<file path="config.mk">
export PLATFORM = sky130hd
export DESIGN_NAME = contador_sched_flat
export DESIGN_NICKNAME = d
export VERILOG_FILES = /design/src/rtl/contador_sched_if.sv /design/src/rtl/contador_sched.sv /design/src/flat_wrapper.sv
export SDC_FILE = /design/constraint.sdc
export NUM_CORES = 1
export LEC_CHECK = 0
export ABC_AREA = 1
export BUFFER_PORTS_ARGS = -buffer_cell sky130_fd_sc_hd__buf_4
export CAP_MARGIN = 20
export CORE_MARGIN = 4
export CORE_UTILIZATION = 40
export CTS_CLUSTER_DIAMETER = 150
export CTS_CLUSTER_SIZE = 20
export DETAILED_ROUTE_END_ITERATION = 16
export PLACE_DENSITY = 0.71
export SLEW_MARGIN = 20
export SYNTH_ARGS = -nofsm -noshare
export SYNTH_HDL_FRONTEND = slang
export SYNTH_SLANG_ARGS = --single-unit
</file>
<file path="constraint.sdc">
create_clock -name clk -period 3.3 [get_ports clk]
set_input_delay 0.495 -clock clk [delete_from_list [all_inputs] [get_ports clk]]
set_output_delay 0.495 -clock clk [all_outputs]
set_load 0.005 [all_outputs]
</file>
<file path="src/rtl/contador_sched_if.sv">
// Requester and counter-pin bundle for contador_sched.
// The scheduler uses the slave modport; the host/counter side uses master.
interface contador_sched_if #(
  parameter int unsigned WIDTH = 32,
  parameter int unsigned EVT_W = 8
);
  logic             REQ_A;
  logic             REQ_B;
  logic [1:0]       MODO_A;
  logic [1:0]       MODO_B;
  logic [WIDTH-1:0] D_A;
  logic [WIDTH-1:0] D_B;
  logic [EVT_W-1:0] EVT_A;
  logic [EVT_W-1:0] EVT_B;
  logic             GNT_A;
  logic             GNT_B;
  logic             DONE_A;
  logic             DONE_B;
  logic [WIDTH-1:0] RESULT;
  logic             RESULT_VALID;
  logic             ERR;
  logic             CNT_ENABLE;
  logic [1:0]       CNT_MODO;
  logic [WIDTH-1:0] CNT_D;
  logic             CNT_RCO;
  logic [WIDTH-1:0] CNT_Q;

  modport slave (
    input  REQ_A, REQ_B, MODO_A, MODO_B, D_A, D_B, EVT_A, EVT_B, CNT_RCO, CNT_Q,
    output GNT_A, GNT_B, DONE_A, DONE_B, RESULT, RESULT_VALID, ERR,
           CNT_ENABLE, CNT_MODO, CNT_D
  );

  modport master (
    output REQ_A, REQ_B, MODO_A, MODO_B, D_A, D_B, EVT_A, EVT_B, CNT_RCO, CNT_Q,
    input  GNT_A, GNT_B, DONE_A, DONE_B, RESULT, RESULT_VALID, ERR,
           CNT_ENABLE, CNT_MODO, CNT_D
  );
endinterface

</file>
<file path="src/rtl/contador_sched.sv">
// Round-robin scheduler sharing one 4-mode counter between requesters A and B.
// Optional RUN watchdog enabled by defining CONTADOR_SCHED_WATCHDOG_EN.
module contador_sched #(
  parameter int unsigned WIDTH   = 32,
  parameter int unsigned EVT_W   = 8,
  parameter int unsigned TIMEOUT = 1024
) (
  input  logic              clk,
  input  logic              RESET,
  contador_sched_if.slave   bus
);

  typedef enum logic [2:0] {
    S_IDLE,
    S_GRANT,
    S_LOAD,
    S_RUN,
    S_CAPTURE
  } state_e;

  localparam logic       OWN_A     = 1'b0;
  localparam logic       OWN_B     = 1'b1;
  localparam logic [1:0] MODE_LOAD = 2'b11;

  state_e           state_q, state_d;
  logic             owner_q, owner_d;
  logic             last_q, last_d;
  logic [1:0]       mode_q, mode_d;
  logic [WIDTH-1:0] dlat_q, dlat_d;
  logic [EVT_W-1:0] evt_q, evt_d;
  logic [EVT_W-1:0] evt_cnt_q, evt_cnt_d;
  logic             err_q, err_d;
  logic [WIDTH-1:0] result_q, result_d;
  logic             gnt_a_q, gnt_a_d;
  logic             gnt_b_q, gnt_b_d;
  logic             done_a_q, done_a_d;
  logic             done_b_q, done_b_d;
  logic             rv_q, rv_d;
  logic             en_q, en_d;
  logic [1:0]       modo_q, modo_d;
  logic [WIDTH-1:0] cnt_d_q, cnt_d_d;

  logic             sel_b;
  logic [1:0]       sel_mode;
  logic [WIDTH-1:0] sel_d;
  logic [EVT_W-1:0] sel_evt;
  logic [EVT_W-1:0] evt_inc;

`ifdef CONTADOR_SCHED_WATCHDOG_EN
  localparam int unsigned RC_W = $clog2(TIMEOUT + 1);
  logic [RC_W-1:0] run_cnt_q, run_cnt_d;
`else
  if (TIMEOUT == 0) begin : g_timeout_unused
  end
`endif

  // Tie goes to whoever was not served last; fields follow the owner.
  assign sel_b    = bus.REQ_B && (!bus.REQ_A || (last_q == OWN_A));
  assign sel_mode = (owner_q == OWN_B) ? bus.MODO_B : bus.MODO_A;
  assign sel_d    = (owner_q == OWN_B) ? bus.D_B    : bus.D_A;
  assign sel_evt  = (owner_q == OWN_B) ? bus.EVT_B  : bus.EVT_A;
  assign evt_inc  = evt_cnt_q + EVT_W'(1);

  always_comb begin
    state_d   = state_q;
    owner_d   = owner_q;
    last_d    = last_q;
    mode_d    = mode_q;
    dlat_d    = dlat_q;
    evt_d     = evt_q;
    evt_cnt_d = evt_cnt_q;
    err_d     = err_q;
    result_d  = result_q;

    unique case (state_q)
      S_IDLE: begin
        if (bus.REQ_A || bus.REQ_B) begin
          owner_d = sel_b;
          state_d = S_GRANT;
        end
      end
      S_GRANT: begin
        mode_d    = sel_mode;
        dlat_d    = sel_d;
        evt_d     = sel_evt;
        err_d     = 1'b0;
        evt_cnt_d = '0;
        state_d   = S_LOAD;
      end
      S_LOAD: begin
        state_d = ((mode_q == MODE_LOAD) || (evt_q == '0)) ? S_CAPTURE : S_RUN;
      end
      S_RUN: begin
        if (bus.CNT_RCO) begin
          evt_cnt_d = evt_inc;
          if (evt_inc == evt_q) state_d = S_CAPTURE;
        end
`ifdef CONTADOR_SCHED_WATCHDOG_EN
        // Target met in the same cycle wins over the timeout.
        if ((state_d == S_RUN) && (run_cnt_q == RC_W'(TIMEOUT - 1))) begin
          err_d   = 1'b1;
          state_d = S_CAPTURE;
        end
`endif
      end
      S_CAPTURE: begin
        result_d = bus.CNT_Q;
        last_d   = owner_q;
        state_d  = S_IDLE;
      end
      default: state_d = S_IDLE;
    endcase

    // Outputs are registered and reflect the state being entered.
    gnt_a_d  = (state_d != S_IDLE) && (owner_d == OWN_A);
    gnt_b_d  = (state_d != S_IDLE) && (owner_d == OWN_B);
    done_a_d = (state_d == S_CAPTURE) && (owner_d == OWN_A);
    done_b_d = (state_d == S_CAPTURE) && (owner_d == OWN_B);
    rv_d     = (state_d == S_CAPTURE);
    en_d     = (state_d == S_LOAD) || (state_d == S_RUN);
    modo_d   = (state_d == S_RUN) ? mode_d : MODE_LOAD;
    cnt_d_d  = (state_d == S_LOAD) ? dlat_d : cnt_d_q;
  end

`ifdef CONTADOR_SCHED_WATCHDOG_EN
  assign run_cnt_d = (state_q == S_RUN) ? run_cnt_q + RC_W'(1) : '0;
`endif

  always_ff @(posedge clk) begin
    if (RESET) begin
      state_q   <= S_IDLE;
      owner_q   <= OWN_A;
      last_q    <= OWN_B;
      mode_q    <= MODE_LOAD;
      dlat_q    <= '0;
      evt_q     <= '0;
      evt_cnt_q <= '0;
      err_q     <= 1'b0;
      result_q  <= '0;
      gnt_a_q   <= 1'b0;
      gnt_b_q   <= 1'b0;
      done_a_q  <= 1'b0;
      done_b_q  <= 1'b0;
      rv_q      <= 1'b0;
      en_q      <= 1'b0;
      modo_q    <= MODE_LOAD;
      cnt_d_q   <= '0;
`ifdef CONTADOR_SCHED_WATCHDOG_EN
      run_cnt_q <= '0;
`endif
    end else begin
      state_q   <= state_d;
      owner_q   <= owner_d;
      last_q    <= last_d;
      mode_q    <= mode_d;
      dlat_q    <= dlat_d;
      evt_q     <= evt_d;
      evt_cnt_q <= evt_cnt_d;
      err_q     <= err_d;
      result_q  <= result_d;
      gnt_a_q   <= gnt_a_d;
      gnt_b_q   <= gnt_b_d;
      done_a_q  <= done_a_d;
      done_b_q  <= done_b_d;
      rv_q      <= rv_d;
      en_q      <= en_d;
      modo_q    <= modo_d;
      cnt_d_q   <= cnt_d_d;
`ifdef CONTADOR_SCHED_WATCHDOG_EN
      run_cnt_q <= run_cnt_d;
`endif
    end
  end

  assign bus.GNT_A        = gnt_a_q;
  assign bus.GNT_B        = gnt_b_q;
  assign bus.DONE_A       = done_a_q;
  assign bus.DONE_B       = done_b_q;
  assign bus.RESULT       = result_q;
  assign bus.RESULT_VALID = rv_q;
  assign bus.ERR          = err_q;
  assign bus.CNT_ENABLE   = en_q;
  assign bus.CNT_MODO     = modo_q;
  assign bus.CNT_D        = cnt_d_q;

endmodule

</file>
<file path="src/flat_wrapper.sv">
// flat-port wrapper written by rule: the top's interface ports become plain ports
module contador_sched_flat 
#(
  parameter int unsigned WIDTH   = 32,
  parameter int unsigned EVT_W   = 8,
  parameter int unsigned TIMEOUT = 1024
)
  (clk, RESET, bus_REQ_A, bus_REQ_B, bus_MODO_A, bus_MODO_B, bus_D_A, bus_D_B, bus_EVT_A, bus_EVT_B, bus_CNT_RCO, bus_CNT_Q, bus_GNT_A, bus_GNT_B, bus_DONE_A, bus_DONE_B, bus_RESULT, bus_RESULT_VALID, bus_ERR, bus_CNT_ENABLE, bus_CNT_MODO, bus_CNT_D);
  contador_sched_if #(.WIDTH(WIDTH), .EVT_W(EVT_W)) bus_i ();
  input  logic clk;
  input  logic RESET;
  input wire logic [$bits(bus_i.REQ_A)-1:0] bus_REQ_A;
  input wire logic [$bits(bus_i.REQ_B)-1:0] bus_REQ_B;
  input wire logic [$bits(bus_i.MODO_A)-1:0] bus_MODO_A;
  input wire logic [$bits(bus_i.MODO_B)-1:0] bus_MODO_B;
  input wire logic [$bits(bus_i.D_A)-1:0] bus_D_A;
  input wire logic [$bits(bus_i.D_B)-1:0] bus_D_B;
  input wire logic [$bits(bus_i.EVT_A)-1:0] bus_EVT_A;
  input wire logic [$bits(bus_i.EVT_B)-1:0] bus_EVT_B;
  input wire logic [$bits(bus_i.CNT_RCO)-1:0] bus_CNT_RCO;
  input wire logic [$bits(bus_i.CNT_Q)-1:0] bus_CNT_Q;
  output wire logic [$bits(bus_i.GNT_A)-1:0] bus_GNT_A;
  output wire logic [$bits(bus_i.GNT_B)-1:0] bus_GNT_B;
  output wire logic [$bits(bus_i.DONE_A)-1:0] bus_DONE_A;
  output wire logic [$bits(bus_i.DONE_B)-1:0] bus_DONE_B;
  output wire logic [$bits(bus_i.RESULT)-1:0] bus_RESULT;
  output wire logic [$bits(bus_i.RESULT_VALID)-1:0] bus_RESULT_VALID;
  output wire logic [$bits(bus_i.ERR)-1:0] bus_ERR;
  output wire logic [$bits(bus_i.CNT_ENABLE)-1:0] bus_CNT_ENABLE;
  output wire logic [$bits(bus_i.CNT_MODO)-1:0] bus_CNT_MODO;
  output wire logic [$bits(bus_i.CNT_D)-1:0] bus_CNT_D;
  assign bus_i.REQ_A = bus_REQ_A;
  assign bus_i.REQ_B = bus_REQ_B;
  assign bus_i.MODO_A = bus_MODO_A;
  assign bus_i.MODO_B = bus_MODO_B;
  assign bus_i.D_A = bus_D_A;
  assign bus_i.D_B = bus_D_B;
  assign bus_i.EVT_A = bus_EVT_A;
  assign bus_i.EVT_B = bus_EVT_B;
  assign bus_i.CNT_RCO = bus_CNT_RCO;
  assign bus_i.CNT_Q = bus_CNT_Q;
  assign bus_GNT_A = bus_i.GNT_A;
  assign bus_GNT_B = bus_i.GNT_B;
  assign bus_DONE_A = bus_i.DONE_A;
  assign bus_DONE_B = bus_i.DONE_B;
  assign bus_RESULT = bus_i.RESULT;
  assign bus_RESULT_VALID = bus_i.RESULT_VALID;
  assign bus_ERR = bus_i.ERR;
  assign bus_CNT_ENABLE = bus_i.CNT_ENABLE;
  assign bus_CNT_MODO = bus_i.CNT_MODO;
  assign bus_CNT_D = bus_i.CNT_D;
  contador_sched #(.WIDTH(WIDTH), .EVT_W(EVT_W), .TIMEOUT(TIMEOUT)) u_core (.clk(clk), .RESET(RESET), .bus(bus_i));
endmodule
</file>
# Yosys cells after proc, flatten, opt, wreduce, memory -nomap -nowiden

Index checks and enable logic that the tools add are counted.

Register bits after elaboration: 127
Bits in latches: 0
RAM bits: 0
Bits in read-only memories: 0
Input bits: 121
Output and inout port bits: 73
Word-level logic and storage cells: 60
Memories kept: 0

Add/sub/neg operators: 1
Multipliers: 0
Div/mod/pow operators: 0
$lt $le $gt $ge: 0
Equality and inequality tests: 10
Shift-type cells: 0
Muxes and demuxes: 14
Bitwise logic cells: 3
Reductions and logical operators: 16

Operator list:

| cell                  | number |
|---|---|
| $mux W32              | 2 |
| $mux W8               | 2 |
| $pmux W8 S2           | 1 |
| $eq A3 B2 Y1 const B  | 4 |
| $mux W3               | 4 |
| $pmux W3 S4           | 1 |
| $add A8 B1 Y8 const B | 1 |
| $eq A8 B8 Y1          | 1 |
| $logic_not A8 Y1      | 1 |
| $eq A3 B3 Y1 const B  | 2 |
| $logic_and A1 B1 Y1   | 5 |
| $logic_or A1 B1 Y1    | 4 |
| $mux W2               | 2 |
| $eq A3 B1 Y1 const B  | 1 |
| $logic_not A3 Y1      | 1 |
| $not A1 Y1            | 3 |
| $reduce_bool A3 Y1    | 1 |
| $eq A2 B2 Y1 const B  | 1 |
| $mux W1               | 2 |
| $ne A2 B2 Y1 const B  | 1 |
| $reduce_and A2 Y1     | 1 |
| $reduce_bool A2 Y1    | 1 |
| $reduce_or A2 Y1      | 1 |
| $logic_not A1 Y1      | 1 |

# Logic depth before layout (Yosys ltp)

Gate-level depths: netlist of the first run.

Word-level depth: 8
Depth in mapped cells: 14
Gate-level depth less buffers: 14

# Worst setup path after synthesis of the first run

Ideal clock, no wire load.

Kind: register -> register
Start point: register u_core.evt_cnt_q[0]
End point: register u_core.gnt_a_q, in the netlist u_core.bus.GNT_A
Library setup time: 0.113 ns
Arrival: 1.525 ns
Required time: 3.187 ns
Path slack: 1.663 ns
Stages on the path, launching flop included: 14
Buffers on the path: 0
Period minus slack after synthesis: 1.637 ns
Cell sequence: dfxtp_1 -> ha_1 -> nand2_1 -> inv_2 -> nand2_1 -> nand2_1 -> and2_4 -> nor2_2 -> nor2_2 -> nand3_2 -> nand2_2 -> nand4_1 -> nor2_2 -> nor2_1

Longest elaborated chain between the ends: 7

RTL lines:

| what                   | RTL line              | source |
|---|---|---|
| start, declared        | contador_sched.sv:31  | `logic [EVT_W-1:0] evt_cnt_q, evt_cnt_d;` |
| start signal, assigned | contador_sched.sv:158 | `evt_cnt_q <= evt_cnt_d;` |
| $add A8 B1 Y8          | contador_sched.sv:62  | `assign evt_inc = evt_cnt_q + EVT_W'(1);` |
| $eq A8 B8 Y1           | contador_sched.sv:96  | `if (evt_inc == evt_q) state_d = S_CAPTURE;` |
| $mux W3                | contador_sched.sv:96  |  |
| $mux W3                | contador_sched.sv:94  | `if (bus.CNT_RCO) begin` |
| $pmux W3 S4            | contador_sched.sv:75  | `unique case (state_q)` |
| $reduce_bool A3 Y1     | contador_sched.sv:115 | `gnt_a_d = (state_d != S_IDLE) && (owner_d == OWN_A);` |
| $logic_and A1 B1 Y1    | contador_sched.sv:115 |  |
| end signal, assigned   | contador_sched.sv:161 | `gnt_a_q <= gnt_a_d;` |
| end, declared          | contador_sched.sv:34  | `logic gnt_a_q, gnt_a_d;` |

Every way passes these cells.
A chain may end at the register's enable or synchronous reset.

# Worst setup path after layout of the first run

Same ends and word-level chain as after synthesis.

==> results by group, run 1 <==
Run status
  – Status: finished, final reports clean

Final layout
  – Area growth, synth to finish: 42.0%
  – N_diodes: 0
  – Multi-input logic area: 1930 um^2
  – Total Nets Final: 840
  – Non-Filler Instances: 856
  – Reg area: 1900 um^2
  – Number of fill cells: 915
  – Fraction of layout cells with a size suffix above 1: 0.333

Global route
  – Antenna violations before repair: 0
  – Total grt overflow: 0
  – Vias in the first global route: 4035
  – First-pass GRT wire length: 18600 um
  – Largest net degree at the start of global routing: 71
  – Gr usage total: 0.197

Placed design
  – Placed Instances: 840
  – Final GP Congestion: 0.851
  – Pre-CTS setup slack: 1.30 ns
  – Buffers added on ports: 192
  – Post-detail-place hpwl: 8910 um

Worst setup path
  – WP data required: 3.55 ns
  – CP Capture Type: flop
  – CP Data Arrival Time: 2.17 ns
  – Reg2reg start: u_core.evt_cnt_q[0]
  – Worst Setup SP: u_core.evt_cnt_q[0]
  – Worst-path fanout max: 6
  – Crit start category: flop
  – WS Path Type: flop to flop

Clock network
  – Clock sinks: 95
  – Clk root buf: clkbuf_8
  – CTS tree: yes
  – Post-cts sizing count: 0
  – Clock transition at path regs: 0.09 ns
  – Post-CTS setup buffers: 0
  – Clock Latency Late Sink: 0.35 ns
  – Cts bufs inserted: 9
  – Maximum root-to-sink buffer count: 2
  – Post-CTS Hold Fix Bufs: 0
  – H-tree levels: 3

Power
  – LEAKAGE: 2.85 nW
  – PD cells: 500 nW/um^2
  – VDD IR-drop max: 0.228 mV

Route
  – 1st-pass router iterations: 4
  – Routed Antenna Nets: 0
  – Routed WL: 12000 um
  – Via/cell ratio: 4.87
  – Routed via count: 4169
  – DR DRC count: 0
  – Metal3 WL: 1080 um
  – Initial DRC Count: 146
  – Post-DR wirelength/cell: 14.0 um
  – WL met1: 4870 um
  – Highest Signal Layer: met4
  – DR WL met2: 5820 um

Yosys
  – Largest family of logic cells by synthesized area: simple AND/OR/NAND/NOR gates
  – Syn nets: 668
  – Synth area leaders: dfxtp_1 46%, nor2_1 12%, o21ai_0 7.6%
  – Mux cell area share after synthesis: 0
  – Synth Flop Type: dfxtp_1
  – Gate Count Post-Synth: 546
  – XOR/XNOR Fraction of Synth Area: 0.00428
  – Yosys warnings: 0
  – Sequential fraction of the synthesis area: 0.465
  – Seq cells post-synth: 95
  – Compound-Gate Fraction of Synth Area: 0.202
  – Synth top area share: 0.465
  – Cell taking the most area after synthesis: dfxtp_1
  – EDFF count, synth: 0
  – Post-synth top cells: 135 x nor2_1, 95 x dfxtp_1, 64 x nand2_1
  – Simple-Gate Fraction of Synth Area: 0.261
  – Adder and majority gate portion of the synthesized area: 0.00306
  – Count of unique library cells instantiated by Yosys: 35
  – Async SR Flop Fraction: 0
  – Synth Cell Area: 4090 um^2
  – Average cell area after synthesis: 7.49 um^2
  – Top-count cell post-synth: nor2_1

Hold path
  – Hold WC Path Type: primary input to flop
  – Hold wc startpoint: bus_CNT_Q[10]

STA
  – Hold Slack: 0.394 ns
  – Final setup margin: 1.38 ns
  – RSZ-0062 raised after global routing: false
  – Final period util: 0.583
  – F_max: 520 MHz
  – Min Tclk post-route: 1.92 ns
  – Hold Violations, Final: 0
  – TNS Setup: 0 ns
  – Clock Skews: 0.00483 ns
  – Fin. max-slew vios: 0
  – # setup viols final: 0
  – Rel. slew slack: 0.291
  – Tightest Pin Transition: 1.06 ns

Floorplanning
  – # rows: 36
  – IO Pins: 194
  – Die area: 11900 um^2
  – Die Span Y: 109 um
  – Initial Util: 0.415
  – Die width: 109 um
  – Core Region: 9860 um^2

Job
  – Max cap viols: 0
## worst paths after layout
path | endpoint | slack (ns) | depth (start not counted)
min | u_core.bus.RESULT[10] | 0.39 | 3
max | u_core.bus.GNT_A | 1.38 | 14
max reg2reg | u_core.bus.GNT_A | 1.38 | 14
min reg2reg | u_core.bus.CNT_D[30] | 0.48 | 2
## power by group
part / switching, mW / internal (mW)
Combinational: 0.376 / 0.395
Sequential: 0.0947 / 1.29
Clock: 0.403 / 0.352
## final cells by class
type                            count  area share
Clock buffer                        9      0.0213
Clock inverter                      7      0.0121
Inverter                           29      0.0187
Multi-Input combinational cell    384       0.333
Sequential cell                    95       0.327
Tap cell                          133      0.0286
Timing Repair Buffer              199       0.259
## state kept, by name, indices dropped and copies added, names as in the netlist, 2 cells and up
name	cells
u_core.evt_cnt_q	8
u_core.state_q	3
u_core.bus.RESULT	32
u_core.evt_q	8
u_core.mode_q	2
u_core.bus.CNT_D	32
u_core.bus.CNT_MODO	2
## worst max-delay path: stages (launching register included)
cell and delay (ns):
dfxtp_1 0.43, ha_1 0.27, nand2_1 0.09, inv_2 0.08, nor2_1 0.06, nand2_1 0.06, nand3_1 0.07, nor2_1 0.12
nand2_1 0.07, nor2_2 0.11, nand3_2 0.08, nand2_2 0.09, nand4_1 0.10, nor2_2 0.12, nor2_1 0.05
## kinds of logic (layout without fill, tap and decap cells)
| kind of cell | after synthesis | after routing |
|---|---|---|
| and+or+nand+nor | 249 | 249 |
| DFF | 95 | 95 |
| other | 1 | 1 |
| adders and majority gates | 1 | 1 |
| xor gates and xnor gates | 2 | 2 |
| AOI/OAI and AO/OA | 131 | 131 |
| buffers and inverters | 67 | 244 |
## metal layers
| metal | GRT usage | up-vias |
|---|---|---|
| li1 | - | 2136 |
| met1 | 0.233 | 1869 |
| met2 | 0.332 | 150 |
| met3 | 0.0657 | 14 |
| met4 | 0.0721 | 0 |
| met5 | 0 | - |
## metrics by stage
stage                      util  instance area (um^2)  total power, mW
after floorplan               -                  4090             1.79
final                     0.589                  5810             2.91
after detailed placement  0.569                  5620             2.18
after CTS                 0.589                  5810             2.95
after global placement    0.569                  5620             2.17
after global routing      0.589                  5810             3.09
## placed cells by master, fill, tap and decap left out, types with 2 or more instances in the layout
cell	Yosys	layout
nor2_1	135	135
nor2_2	4	4
inv_6	0	2
a21oi_1	16	16
o211ai_1	3	3
nor4_1	2	2
clkbuf_8	0	9
a31oi_1	8	8
nand2_2	5	5
inv_1	24	23
nor3_1	2	2
nand3_2	2	2
dfxtp_1	95	95
nand4_1	3	3
o211a_1	29	29
o21ai_1	11	11
inv_2	3	4
buf_4	1	198
or2_2	3	3
clkinv_2	0	3
nand3_1	21	21
nor2_4	3	3
clkinv_1	2	2
nand2_1	64	64
o21ai_0	62	62
No activity file was read; power rests on OpenSTA's default activity.
==> run 2: changes to the inputs <==
clock period = 1.8 ns   (was 3.3 ns; I/O delays follow)
==> run 2 against run 1 <==
Effect of this change:
- clock-buffer cell count up 2
- via count is 3.8% higher
- flip-flop and latch count unchanged
- non-clock buffer count up 11
- critical path type unchanged
- global-route usage rose by 1.3 points
- final area grew 3.4%
- critical endpoint unchanged
- die area did not move
- largest cell class unchanged
- critical path depth unchanged
==> results by group, run 2 (same netlist as run 1, synthesis figures left out) <==
Clock network
  – H-tree levels: 3 (unchanged)
  – Clock transition at path regs: 0.09 ns (about the same)
  – Clk root buf: clkbuf_8
  – Cts bufs inserted: 9 (unchanged)
  – Clock Latency Late Sink: 0.37 ns (+0.02 ns)
  – Maximum root-to-sink buffer count: 2 (unchanged)
  – CTS tree: yes
  – Clock sinks: 95 (unchanged)

Global route
  – Antenna violations before repair: 0 (unchanged)
  – Largest net degree at the start of global routing: 47 (-34%)
  – Total grt overflow: 0 (unchanged)
  – Vias in the first global route: 4288 (+6.3%)
  – First-pass GRT wire length: 19900 um (+6.7%)
  – Gr usage total: 0.210 (+0.0131)

Final layout
  – Area growth, synth to finish: 46.9%
  – Commonest cells after routing, fill and taps aside: 208 x buf_4, 132 x nor2_1, 91 x dfxtp_1
  – Final instance area: 6010 um^2 (+3.4%)
  – N_diodes: 0 (unchanged)
  – Total Nets Final: 851 (+1.3%)
  – Number of fill cells: 914 (-0.11%)
  – Fraction of layout cells with a size suffix above 1: 0.362 (+0.0291)
  – Most common cell after layout, fill and taps aside: buf_4

Route
  – Post-DR wirelength/cell: 14.5 um (+3.9%)
  – Routed WL: 12600 um (+5.3%)
  – DR DRC count: 0 (unchanged)
  – Routed Antenna Nets: 0 (unchanged)
  – Initial DRC Count: 237 (+62%)
  – Via/cell ratio: 4.99 (+2.5%)
  – 1st-pass router iterations: 4 (unchanged)
  – Routed via count: 4329 (+3.8%)

STA
  – Fin. max-slew vios: 0 (unchanged)
  – Hold Slack: 0.153 ns (-0.241 ns)
  – Final setup margin: 0.0302 ns (-1.35 ns)
  – RSZ-0062 raised after global routing: true
  – F_max: 565 MHz (+8.6%)
  – Min Tclk post-route: 1.77 ns (-0.153 ns)
  – Clock Skews: 0.0122 ns (+0.00741 ns)
  – Hold Violations, Final: 0 (unchanged)
  – # setup viols final: 0 (unchanged)
  – Final period util: 0.983 (+0.401)

Worst setup path
  – WS Path Type: flop to flop
  – CP max stage cell: dfxtp_4
  – Crit start category: flop
  – CP Data Arrival Time: 2.04 ns (-0.13 ns)
  – CP Capture Type: flop
  – Worst-path fanout max: 5 (-1)
  – WP data required: 2.07 ns (-1.48 ns)
  – CP cell instances: ha_4 -> nand2_2 -> inv_2 -> buf_4 -> nand2_1 -> nand2_1 -> and2_4 -> nor2_2 -> nor2_4 -> nand3_2 -> nand2_2 -> nand4_1 -> nor2_2 -> nor2_1
  – CP delay by family, top: simple AND/OR/NAND/NOR gates
  – Worst path bufs/invs: 2 (+1)
  – Slowest stage delay, CP: 0.38 ns (-0.05 ns)

Hold path
  – Hold WC Path Type: primary input to flop

Run status
  – Status: finished, final reports clean

Power
  – LEAKAGE: 2.93 nW (+2.6%)
  – Total power: 5.61 mW (+93%)
  – VDD IR-drop max: 0.749 mV (+230%)
  – PD cells: 933 nW/um^2 (+87%)

Placed design
  – Post-detail-place hpwl: 9290 um (+4.3%)
  – Buffers added on ports: 192 (unchanged)
  – Pre-CTS setup slack: -0.0603 ns (-1.36 ns)
  – Final GP Congestion: 0.854 (+0.41%)
  – Placement Cell Area: 5690 um^2 (+1.3%)

Floorplanning
  – Core Region: 9860 um^2 (unchanged)
  – Die area: 11900 um^2 (unchanged)
  – Die width: 109 um (unchanged)
  – IO Pins: 194 (unchanged)
  – Die Span Y: 109 um (unchanged)
  – # rows: 36 (unchanged)
  – Initial Util: 0.415 (unchanged)

Job
  – Max cap viols: 0 (unchanged)
## run 2: cell types whose count changed in the layout (fill, tap and decap cells not counted), sizes merged
cell      before  now
clkbuf         9   11
clkinv         5    3
inv           29   27
clkinvlp       1    2
bufinv         1    2
buf          199  210
## run 2: final cells by class
type | instances | area, um^2 | area share
Inverter | 29 | 109 | 0.0181
Clock buffer | 11 | 151 | 0.0252
Multi-Input combinational cell | 384 | 1990 | 0.331
Sequential cell | 95 | 1910 | 0.318
Clock inverter | 5 | 80.1 | 0.0133
Timing Repair Buffer | 210 | 1600 | 0.266
Tap cell | 133 | 166 | 0.0277
## run 2: what timing repair did
action | CTS | global route
setup endpoints to repair | 10 | 8
gates resized for setup | 6 | 14
hold buffers | 0 | 0
setup buffers | 0 | 3
pin swaps | 0 | 8
## run 2: tightest hold or removal path, delay by kind of cell
| kind | cells | cell delay [ns] |
|---|---|---|
| AO/OA/AOI/OAI | 1 | 0.07 |
| AND/OR/NAND/NOR | 1 | 0.08 |
| buffers and inverters | 1 | 0.08 |
## run 2: routing by layer
metal / up-vias / wire length [um] / GRT usage
li1: 2161 / - / -
met1: 2002 / 5190 / 0.248
met2: 146 / 6090 / 0.358
met3: 20 / 1110 / 0.0740
met4: 0 / 201 / 0.0640
met5: - / 0 / 0
## run 2: worst paths after layout
| kind | to | start | cells past startpoint | slack (ns) |
|---|---|---|---|---|
| worst max-delay path | u_core.bus.GNT_A | u_core.evt_cnt_q[0] | 14 | 0.03 |
| worst min-delay path | u_core.bus.RESULT[10] | bus_CNT_Q[10] | 3 | 0.15 |
| worst max register to register | u_core.bus.GNT_A | u_core.evt_cnt_q[0] | 14 | 0.03 |
| worst min register to register | u_core.bus.CNT_D[29] | u_core.bus.CNT_D[29] | 2 | 0.47 |
## run 2: where the power goes
part | total [mW] | switching, mW | internal, mW | leakage, nW
Clock | 1.61 | 0.755 | 0.856 | 0.112
Combinational | 1.48 | 0.713 | 0.763 | 2.04
Sequential | 2.52 | 0.167 | 2.36 | 0.778
Total | 5.61 | 1.63 | 3.98 | 2.93
## run 2: stage by stage
stage,setup TNS [ns],std cells,util
after floorplan,0,546,-
after global placement,0,848,0.577
after detailed placement,-0.211,848,0.577
after CTS,0,864,0.602
after global routing,-0.386,867,0.609
final,0,867,0.609
==> run 3: changes to the inputs <==
ABC_CLOCK_PERIOD_IN_PS = 1800   (was unset)
MAX_ROUTING_LAYER = met4   (was unset)
==> run 3 against run 2 <==
Effect of this change:
- critical path type unchanged
- largest cell class unchanged
- first-iteration DRC count increased by 13%
- worst hold slack gained 0.0088 ns
- global-route usage is 0.63 points higher
- sequential share of layout area unchanged
==> results by group, run 3 (same netlist as run 1, synthesis figures left out) <==
STA
  – Hold Violations, Final: 0 (unchanged)
  – F_max: 566 MHz (+0.10%)
  – # setup viols final: 0 (unchanged)
  – Min Tclk post-route: 1.77 ns (-0.00185 ns)
  – RSZ-0062 raised after global routing: true
  – Final period util: 0.982 (-0.00103)
  – TNS Setup: 0 ns (unchanged)
  – Clock Skews: 0.0130 ns (+0.000731 ns)
  – Fin. max-slew vios: 0 (unchanged)

Power
  – Total power: 5.60 mW (-0.15%)
  – PD cells: 932 nW/um^2 (-0.15%)
  – VDD IR-drop max: 0.749 mV (about the same)
  – LEAKAGE: 2.93 nW (unchanged)

Worst setup path
  – WP depth: 14 (unchanged)
  – Worst path bufs/invs: 2 (unchanged)
  – Worst-path fanout max: 5 (unchanged)
  – CP cell instances: ha_4 -> nand2_2 -> inv_2 -> buf_4 -> nand2_1 -> nand2_1 -> and2_4 -> nor2_2 -> nor2_4 -> nand3_2 -> nand2_2 -> nand4_1 -> nor2_2 -> nor2_1
  – FF-to-FF path depth: 14 (unchanged)
  – WP data required: 2.06 ns (about the same)
  – R2R setup slack: 0.03 ns (about the same)
  – Endpoint of the worst-slack reg-to-reg timing path: u_core.bus.GNT_A
  – WS Path Type: flop to flop
  – CP Data Arrival Time: 2.03 ns (about the same)
  – CP Capture Type: flop
  – Slowest stage delay, CP: 0.38 ns (about the same)
  – Crit start category: flop
  – CP delay by family, top: simple AND/OR/NAND/NOR gates
  – CP max stage cell: dfxtp_4
  – Reg2reg start: u_core.evt_cnt_q[0]

Global route
  – Antenna violations before repair: 0 (unchanged)
  – Vias in the first global route: 4308 (+0.47%)
  – First-pass GRT wire length: 19800 um (-0.31%)
  – Largest net degree at the start of global routing: 47 (unchanged)
  – Total grt overflow: 0 (unchanged)
  – Gr usage total: 0.217 (+0.00629)

Clock network
  – Post-CTS Hold Fix Bufs: 0 (unchanged)
  – CTS tree: yes
  – Maximum root-to-sink buffer count: 2 (unchanged)
  – Clock sinks: 95 (unchanged)
  – Clock transition at path regs: 0.10 ns (about the same)
  – Clock Latency Late Sink: 0.36 ns (about the same)
  – H-tree levels: 3 (unchanged)
  – Cts bufs inserted: 9 (unchanged)
  – Clk root buf: clkbuf_8

Route
  – Initial DRC Count: 268 (+13%)
  – Routed Antenna Nets: 0 (unchanged)
  – Routed via count: 4335 (+0.14%)
  – Via/cell ratio: 5.00 (+0.14%)
  – Post-DR wirelength/cell: 14.4 um (-0.52%)
  – Routed WL: 12500 um (-0.52%)
  – 1st-pass router iterations: 4 (unchanged)
  – DR DRC count: 0 (unchanged)

Final layout
  – Area growth, synth to finish: 46.9% (unchanged)
  – Fraction of layout cells with a size suffix above 1: 0.362 (unchanged)
  – Commonest cells after routing, fill and taps aside: 208 x buf_4, 132 x nor2_1, 91 x dfxtp_1
  – N_diodes: 0 (unchanged)
  – Most common cell after layout, fill and taps aside: buf_4
  – Final instance area: 6010 um^2 (unchanged)
  – Total Nets Final: 851 (unchanged)
  – Number of fill cells: 914 (unchanged)

Hold path
  – Hold Path Sink: u_core.bus.RESULT[10]
  – Hold WC Path Type: primary input to flop
  – Hold depth: 3 (unchanged)
  – Hold wc startpoint: bus_CNT_Q[10]

Run status
  – Status: finished, final reports clean

Placed design
  – Placement Cell Area: 5690 um^2 (unchanged)
  – Post-detail-place hpwl: 9290 um (unchanged)
  – Final GP Congestion: 0.868 (+1.6%)
  – Buffers added on ports: 192 (unchanged)

Floorplanning
  – Die Span Y: 109 um (unchanged)
  – IO Pins: 194 (unchanged)
  – Core Region: 9860 um^2 (unchanged)
  – Die width: 109 um (unchanged)
  – # rows: 36 (unchanged)
  – Initial Util: 0.415 (unchanged)
  – Die area: 11900 um^2 (unchanged)

Job
  – Max cap viols: 0 (unchanged)
[run 3: cell counts in the layout (fill, tap and decap cells not counted)]
No cell type changed its count.
[run 3: power breakdown]
group,switching (mW),internal [mW]
Combinational,0.710,0.763
Clock,0.749,0.856
Sequential,0.167,2.36
[run 3: worst max path at each step]
| stage | slack (ns) | endpoint | from |
|---|---|---|---|
| global placement | 0.005 | u_core.bus.GNT_A | u_core.evt_cnt_q[0] |
| finish | 0.03 | u_core.bus.GNT_A | u_core.evt_cnt_q[0] |
| detailed placement | -0.06 | u_core.bus.GNT_A | u_core.evt_cnt_q[0] |
| global route | -0.11 | u_core.bus.GNT_A | u_core.evt_cnt_q[0] |
| CTS | 0.03 | u_core.bus.GNT_A | u_core.evt_cnt_q[0] |
| floorplan | 0.16 | u_core.bus.GNT_A | u_core.evt_cnt_q[0] |
[run 3: per-stage QoR]
step	setup WS, ns	hold WS [ns]	std cells	utilization
after floorplan	0.163	0.431	546	-
after global placement	0.00533	0.455	848	0.577
after detailed placement	-0.0603	0.461	848	0.577
after CTS	0.0328	0.136	864	0.602
after global routing	-0.114	0.150	867	0.609
final	0.0320	0.162	867	0.609
[run 3: cell type report]
cell class	instances	area [um^2]	area share
repair buffers	210	1600	0.266
flip-flops and latches	95	1910	0.318
clock buffers	11	151	0.0252
clock inverters	5	80.1	0.0133
well taps	133	166	0.0277
multi-input cells	384	1990	0.331
inverters	29	109	0.0181
[run 3: worst reg2reg max path, stage by stage (launching register included)]
cell and delay [ns]:
dfxtp_4 0.38, ha_4 0.18, nand2_2 0.07, inv_2 0.08, buf_4 0.12, nand2_1 0.05
nand2_1 0.08, and2_4 0.15, nor2_2 0.04, nor2_4 0.09, nand3_2 0.08, nand2_2 0.08
nand4_1 0.09, nor2_2 0.14, nor2_1 0.05
[run 3: layer usage]
layer  global-route usage  vias up  wire length (um)
met1                0.260     2013              5350
li1                     -     2160                 -
met4               0.0532        0               112
met3               0.0616       10               908
met5                    -        -                 0
met2                0.359      152              6160
[run 3: timing repair]
item | 4_1_cts | 5_1_grt
pin swaps | 0 | 8
gates cloned | 0 | 0
resized for setup | 6 | 14
buffers inserted | 0 | 3
endpoints found under the setup margin | 10 | 8
